<file path="src/rtl/execute_stage.sv">
// EX stage of the DLX pipeline: single-cycle ALU and branch resolution, plus a
// 32-step iterative shift-add multiplier that holds decode via stall_out.
module execute_stage (
    input  logic        clock,
    input  logic        reset,
    input  logic        id_valid,
    input  logic [3:0]  EX_control,
    input  logic [3:0]  M_control,
    input  logic [1:0]  WB_control,
    input  logic [31:0] busa,
    input  logic [31:0] busb,
    input  logic [31:0] immed_ext,
    input  logic [9:0]  PC_plus_1,
    input  logic [4:0]  rd_in,
    input  logic        flush,
    output logic        stall_out,
    output logic        ex_valid,
    output logic [31:0] alu_result,
    output logic [31:0] store_data,
    output logic [4:0]  rd_out,
    output logic [3:0]  ex_M_control,
    output logic [1:0]  ex_WB_control,
    output logic        branch_taken,
    output logic [9:0]  branch_target
);
    // Handshake: decode holds its outputs while stall_out=1; an instruction is
    // taken at a rising edge when id_valid=1, flush=0 and stall_out=0.
    // ex_valid marks one cycle of valid EX/MEM contents per accepted instruction.

    typedef enum logic {IDLE = 1'b0, BUSY = 1'b1} state_t;

    localparam logic [2:0] OP_ADD = 3'd0;
    localparam logic [2:0] OP_SUB = 3'd1;
    localparam logic [2:0] OP_AND = 3'd2;
    localparam logic [2:0] OP_OR  = 3'd3;
    localparam logic [2:0] OP_XOR = 3'd4;
    localparam logic [2:0] OP_SLT = 3'd5;
    localparam logic [2:0] OP_SLL = 3'd6;
    localparam logic [2:0] OP_MUL = 3'd7;

    state_t      state;
    logic [4:0]  cnt;
    logic [31:0] acc;
    logic [31:0] mul_a;
    logic [31:0] mul_b;
    logic [31:0] mul_store;
    logic [3:0]  mul_m;
    logic [1:0]  mul_wb;
    logic [4:0]  mul_rd;
    logic        mul_br;
    logic [9:0]  mul_tgt;

    logic [31:0] op_b;
    logic [31:0] alu_out;
    logic [31:0] acc_next;
    logic        br_eq;
    logic [9:0]  tgt_sum;

    assign op_b     = EX_control[3] ? immed_ext : busb;
    assign br_eq    = M_control[0] & (busa == busb);
    assign tgt_sum  = PC_plus_1 + immed_ext[9:0];
    assign acc_next = mul_b[cnt] ? acc + (mul_a << cnt) : acc;

    always_comb begin
        alu_out = '0;
        case (EX_control[2:0])
            OP_ADD:  alu_out = busa + op_b;
            OP_SUB:  alu_out = busa - op_b;
            OP_AND:  alu_out = busa & op_b;
            OP_OR:   alu_out = busa | op_b;
            OP_XOR:  alu_out = busa ^ op_b;
            OP_SLT:  alu_out = {31'd0, $signed(busa) < $signed(op_b)};
            OP_SLL:  alu_out = busa << op_b[4:0];
            default: alu_out = '0;
        endcase
    end

    always_ff @(posedge clock or posedge reset) begin
        if (reset) begin
            state         <= IDLE;
            stall_out     <= 1'b0;
            cnt           <= '0;
            acc           <= '0;
            mul_a         <= '0;
            mul_b         <= '0;
            mul_store     <= '0;
            mul_m         <= '0;
            mul_wb        <= '0;
            mul_rd        <= '0;
            mul_br        <= 1'b0;
            mul_tgt       <= '0;
            ex_valid      <= 1'b0;
            alu_result    <= '0;
            store_data    <= '0;
            rd_out        <= '0;
            ex_M_control  <= '0;
            ex_WB_control <= '0;
            branch_taken  <= 1'b0;
            branch_target <= '0;
        end else begin
            // Bubble by default; data fields hold their last values.
            ex_valid      <= 1'b0;
            ex_M_control  <= '0;
            ex_WB_control <= '0;
            branch_taken  <= 1'b0;
            if (flush) begin
                state     <= IDLE;
                stall_out <= 1'b0;
                cnt       <= '0;
            end else if (state == IDLE) begin
                if (id_valid) begin
                    if (EX_control[2:0] == OP_MUL) begin
                        mul_a     <= busa;
                        mul_b     <= op_b;
                        mul_store <= busb;
                        mul_m     <= M_control;
                        mul_wb    <= WB_control;
                        mul_rd    <= rd_in;
                        mul_br    <= br_eq;
                        mul_tgt   <= tgt_sum;
                        acc       <= '0;
                        cnt       <= '0;
                        state     <= BUSY;
                        stall_out <= 1'b1;
                    end else begin
                        ex_valid      <= 1'b1;
                        alu_result    <= alu_out;
                        store_data    <= busb;
                        rd_out        <= rd_in;
                        ex_M_control  <= M_control;
                        ex_WB_control <= WB_control;
                        branch_taken  <= br_eq;
                        branch_target <= tgt_sum;
                    end
                end
            end else begin
                acc <= acc_next;
                cnt <= cnt + 5'd1;
                // Step 31 is the last partial product; publish acc_next directly.
                if (cnt == 5'd31) begin
                    state         <= IDLE;
                    stall_out     <= 1'b0;
                    ex_valid      <= 1'b1;
                    alu_result    <= acc_next;
                    store_data    <= mul_store;
                    rd_out        <= mul_rd;
                    ex_M_control  <= mul_m;
                    ex_WB_control <= mul_wb;
                    branch_taken  <= mul_br;
                    branch_target <= mul_tgt;
                end
            end
        end
    end
endmodule

</file>
<file path="config.mk">
export PLATFORM = sky130hd
export DESIGN_NAME = execute_stage
export DESIGN_NICKNAME = d
export VERILOG_FILES = /design/src/rtl/execute_stage.sv
export SDC_FILE = /design/constraint.sdc
export NUM_CORES = 1
export LEC_CHECK = 0
export CAP_MARGIN = 30
export CORE_ASPECT_RATIO = 2
export CORE_MARGIN = 2
export CORE_UTILIZATION = 36
export CTS_CLUSTER_DIAMETER = 50
export DETAILED_ROUTE_END_ITERATION = 7
export GPL_TIMING_DRIVEN = 0
export REMOVE_ABC_BUFFERS = 1
export SETUP_SLACK_MARGIN = 0.15
export SLEW_MARGIN = 20
export SYNTH_ARGS = -nofsm -noshare
export SYNTH_HDL_FRONTEND = slang
export SYNTH_SLANG_ARGS = --single-unit
</file>
<file path="constraint.sdc">
create_clock -name clock -period 19.7 [get_ports clock]
set_input_delay 5.91 -clock clock [delete_from_list [all_inputs] [get_ports clock]]
set_output_delay 5.91 -clock clock [all_outputs]
set_load 0.005 [all_outputs]
</file>
==> run_results.csv <==
group,metric,value,unit
status,status,"finished, final reports clean",
setup_path,cp-start-kind,"input port",
setup_path,reg2reg_depth,16,
timing,tns,0,ns
yosys,ys_types,80,
detailed_routing,detail_route.wl_per_cell,26.09,um
setup_path,r2r-end,"acc[31]$_DFFE_PP0P_",
worst_hold_path,worstHoldStart,"mul_b[0]$_DFFE_PP0P_",
clock_network,cts_setup_buffers,0,
timing,fin_crit,11.68,ns
timing,slew_headroom,26.80,%
pwr,p_per_area,79.62,nW/um^2
yosys,synth.largest_area_cell,"dfrtp_1",
layout,final_nets,2958,
yosys,yosysTopAreaCellShare,28.66,%
yosys,synth.cell_area,21300,um^2
clock_network,cts-resized-gates,0,
clock_network,clk_pin_slew_worst_paths,0.07,ns
timing,worst_pin_slew,1.087,ns
global_routing,globalRoute.totalOverflow,0,
worst_hold_path,whs_endpoint,"mul_b[0]$_DFFE_PP0P_",
setup_path,critical_path_class,"in2reg",
clock_network,cts_max_path_buffers,3,
setup_path,cp_top_family,"compound AO/OA/AOI/OAI gates",
yosys,synth_area_leaders,"dfrtp_1 29%, ha_1 9.3%, mux2i_1 8.1%",
layout,area_growth_syn_to_layout,19.16,%
global_routing,grt_max_degree,99,
setup_path,arrival,12.15,ns
worst_hold_path,holdPathStages,2,
placement,routabilityCongestion,0.9945,
floorplanning,start_util,36.23,%
layout,utilization,43.17,%
setup_path,end_kind,"register",
timing,hold_slack,0.4756,ns
yosys,yosysWarnings,0,
clock_network,cts_tree,"done",
yosys,synthArstFlopShare,100.0,%
setup_path,required,20.18,ns
detailed_routing,drt_iter0_markers,1700,
setup_path,cp_common_cell,"a21oi_1",
global_routing,gr-usage-all-layers,28.99,%
timing,max_freq,85.62,MHz
yosys,synth_commonest_cells,"337 x nand2_1, 257 x o21ai_0, 244 x dfrtp_1, 210 x nor2_1, 191 x a21oi_1",
global_routing,antenna_found_initial,0,
timing,fin_crit_sh,59.28,%
setup_path,crit_chain,"buf_4 -> mux2i_4 -> buf_16 -> inv_1 -> ha_1 -> fa_1 -> o21bai_1 -> a21oi_1 -> o31a_1 -> o311ai_1 -> a21boi_1 -> nor3_1 -> o2bb2ai_1 -> o2111ai_1 -> a21oi_1 -> a221o_1",
placement,dp_hpwl,71.28,mm
yosys,netlist_instances,2563,
detailed_routing,postRouteAntennaNets,0,
timing,skew,0.03832,ns
yosys,syn_avg_cell_area,8.312,um^2
detailed_routing,drtPass1Iterations,7,
detailed_routing,met2WireLength,47.27,mm
floorplanning,die_h,348.0,um
detailed_routing,drcViolationCount,0,
clock_network,clock_latency,0.62,ns
setup_path,cpMaxStageDelayCell,"o311ai_1",
detailed_routing,finalWirelength,90.13,mm
pwr,power.total,0.002021,W
floorplanning,core,58800,um^2
setup_path,worstPathMaxFanout,32,
yosys,synth_edf_count,0,
detailed_routing,wl_met3,4.271,mm
clock_network,cts_hold_buf,0,
clock_network,cts_sinks,244,
clock_network,cts-root-buf,"clkbuf_16",
floorplanning,rows,126,
detailed_routing,via_count,20437,
floorplanning,die-area,61260,um^2
global_routing,grt_first_pass_wirelength,132.9,mm
flow_run,max-cap-violations,0,
timing,rsz0062_at_grt,"no",
global_routing,grt_pass1_vias,20868,
timing,final_max_slew_viol_count,0,
worst_hold_path,min_path_type,"reg2reg",
pwr,p_leak,11.09,nW
timing,setup_viol,0,
clock_network,htreeDepth,1,
timing,finalHoldViolCount,0,
yosys,synth_seq_area_share,28.66,%
layout,diodes,0,
yosys,synth-seq-cells,244,
clock_network,cts_buffers,27,
detailed_routing,via_per_inst,5.915,
floorplanning,ios,213,
placement,port_buffers,212,
floorplanning,die_w,176.0,um
yosys,synth-main-ff-cell,"dfrtp_1",
yosys,yosysMostFrequentCell,"nand2_1",
layout,drive_above_1_share,7.369,%
pwr,vdd_drop_max,0.00006623,V
setup_path,crit_buf_inv,3,
setup_path,reg2reg_slack,14.42,ns
setup_path,rr_startpoint,"cnt[1]$_DFFE_PP0P_",
setup_path,slowest_delay,0.72,ns
detailed_routing,drt-met1-wl,31.40,mm
detailed_routing,highest_layer,"met4",
==> per-layer routing <==
layer | global-route usage [%] | vias up
met2 | 54.26 | 792
met4 | 19.62 | 0
met5 | 0.1634 | -
met3 | 3.126 | 267
met1 | 29.92 | 9910
li1 | - | 9468
==> worst register-to-register path: cells and delay by family, from the launching register on <==
kind            cells  cell delay (ns)
compound gates      9             2.50
fa+ha+maj           1             0.41
mux                 2             0.82
simple gates        3             0.38
xor+xnor            1             0.16
flops               1             0.91
==> report_power, final <==
group / switching (W) / total, W / internal, W
Clock: 0.000234 / 0.000523 / 0.000289
Combinational: 0.000482 / 0.000830 / 0.000349
Sequential: 0.0000668 / 0.000668 / 0.000601
Total: 0.000783 / 0.00202 / 0.00124
==> per-stage QoR <==
step,setup slack [ns],instance area (um^2),instances
floorplan,6.600,20620,2399
global placement,-4.479,23700,3379
detailed placement,7.481,24500,3408
CTS,8.081,25380,3454
global route,7.883,25390,3455
finish,8.021,25390,3455
==> layout by cell type (no fill, tap or decap), drive strengths merged, types with 8 or more instances in the layout <==
cell type        n
nor2b           18
a221o           13
a211o            8
clkdlybuf4s50  207
and2            18
mux4            30
o21bai          16
nor2           210
xor2            17
ha             159
a22oi           14
nand2b          19
nand4           16
o22ai           21
nand2          337
nand3           26
mux2            62
nor3            26
a211oi          45
o21a            14
buf             33
a221oi          13
o211ai          26
o221ai          15
a22o            11
nor4             8
clkbuf          38
xnor2           62
or3             10
o21ai          260
inv            129
mux2i          173
o31ai           19
a31oi           34
and3            11
a21o            36
dfrtp          244
a21oi          191
==> worst max path at each step <==
stage                        from                         end  slack (ns)  cells after the start
global route        EX_control[3]   alu_result[0]$_DFFE_PP0P_        7.88                     16
detailed placement  EX_control[3]   alu_result[0]$_DFFE_PP0P_        7.48                     16
floorplan           EX_control[2]  alu_result[21]$_DFFE_PP0P_        6.60                      9
CTS                 EX_control[3]   alu_result[0]$_DFFE_PP0P_        8.08                     16
global placement    EX_control[0]  alu_result[21]$_DFFE_PP0P_       -4.48                     10
finish              EX_control[3]   alu_result[0]$_DFFE_PP0P_        8.02                     16
==> state kept, by name (all words and copies together), names as in the netlist, 10 cells and up <==
name / flops
mul_a: 32
mul_tgt: 10
acc: 32
branch_target: 10
mul_b: 32
store_data: 32
mul_store: 32
alu_result: 32
==> final cells by class <==
type,instances,area (um^2)
fill,5866,33420
timing repair buffer,242,2764
inverter,128,493.0
clock inverter,9,103.9
clock buffer,37,773.2
sequential,244,6116
multi-input combinational,2027,14180
tap,768,960.9
==> cell families after synthesis <==
kind of cell,after synthesis,synth area share (%)
adder cells (fa/ha/maj),163,9.714
AND/OR/NAND/NOR,717,14.41
buffers and inverters,292,5.480
multiplexers,265,14.84
XOR/XNOR,79,3.248
flip-flops,244,28.66
AO/OA/AOI/OAI,803,23.65
Power figures use the tool's default switching activity.
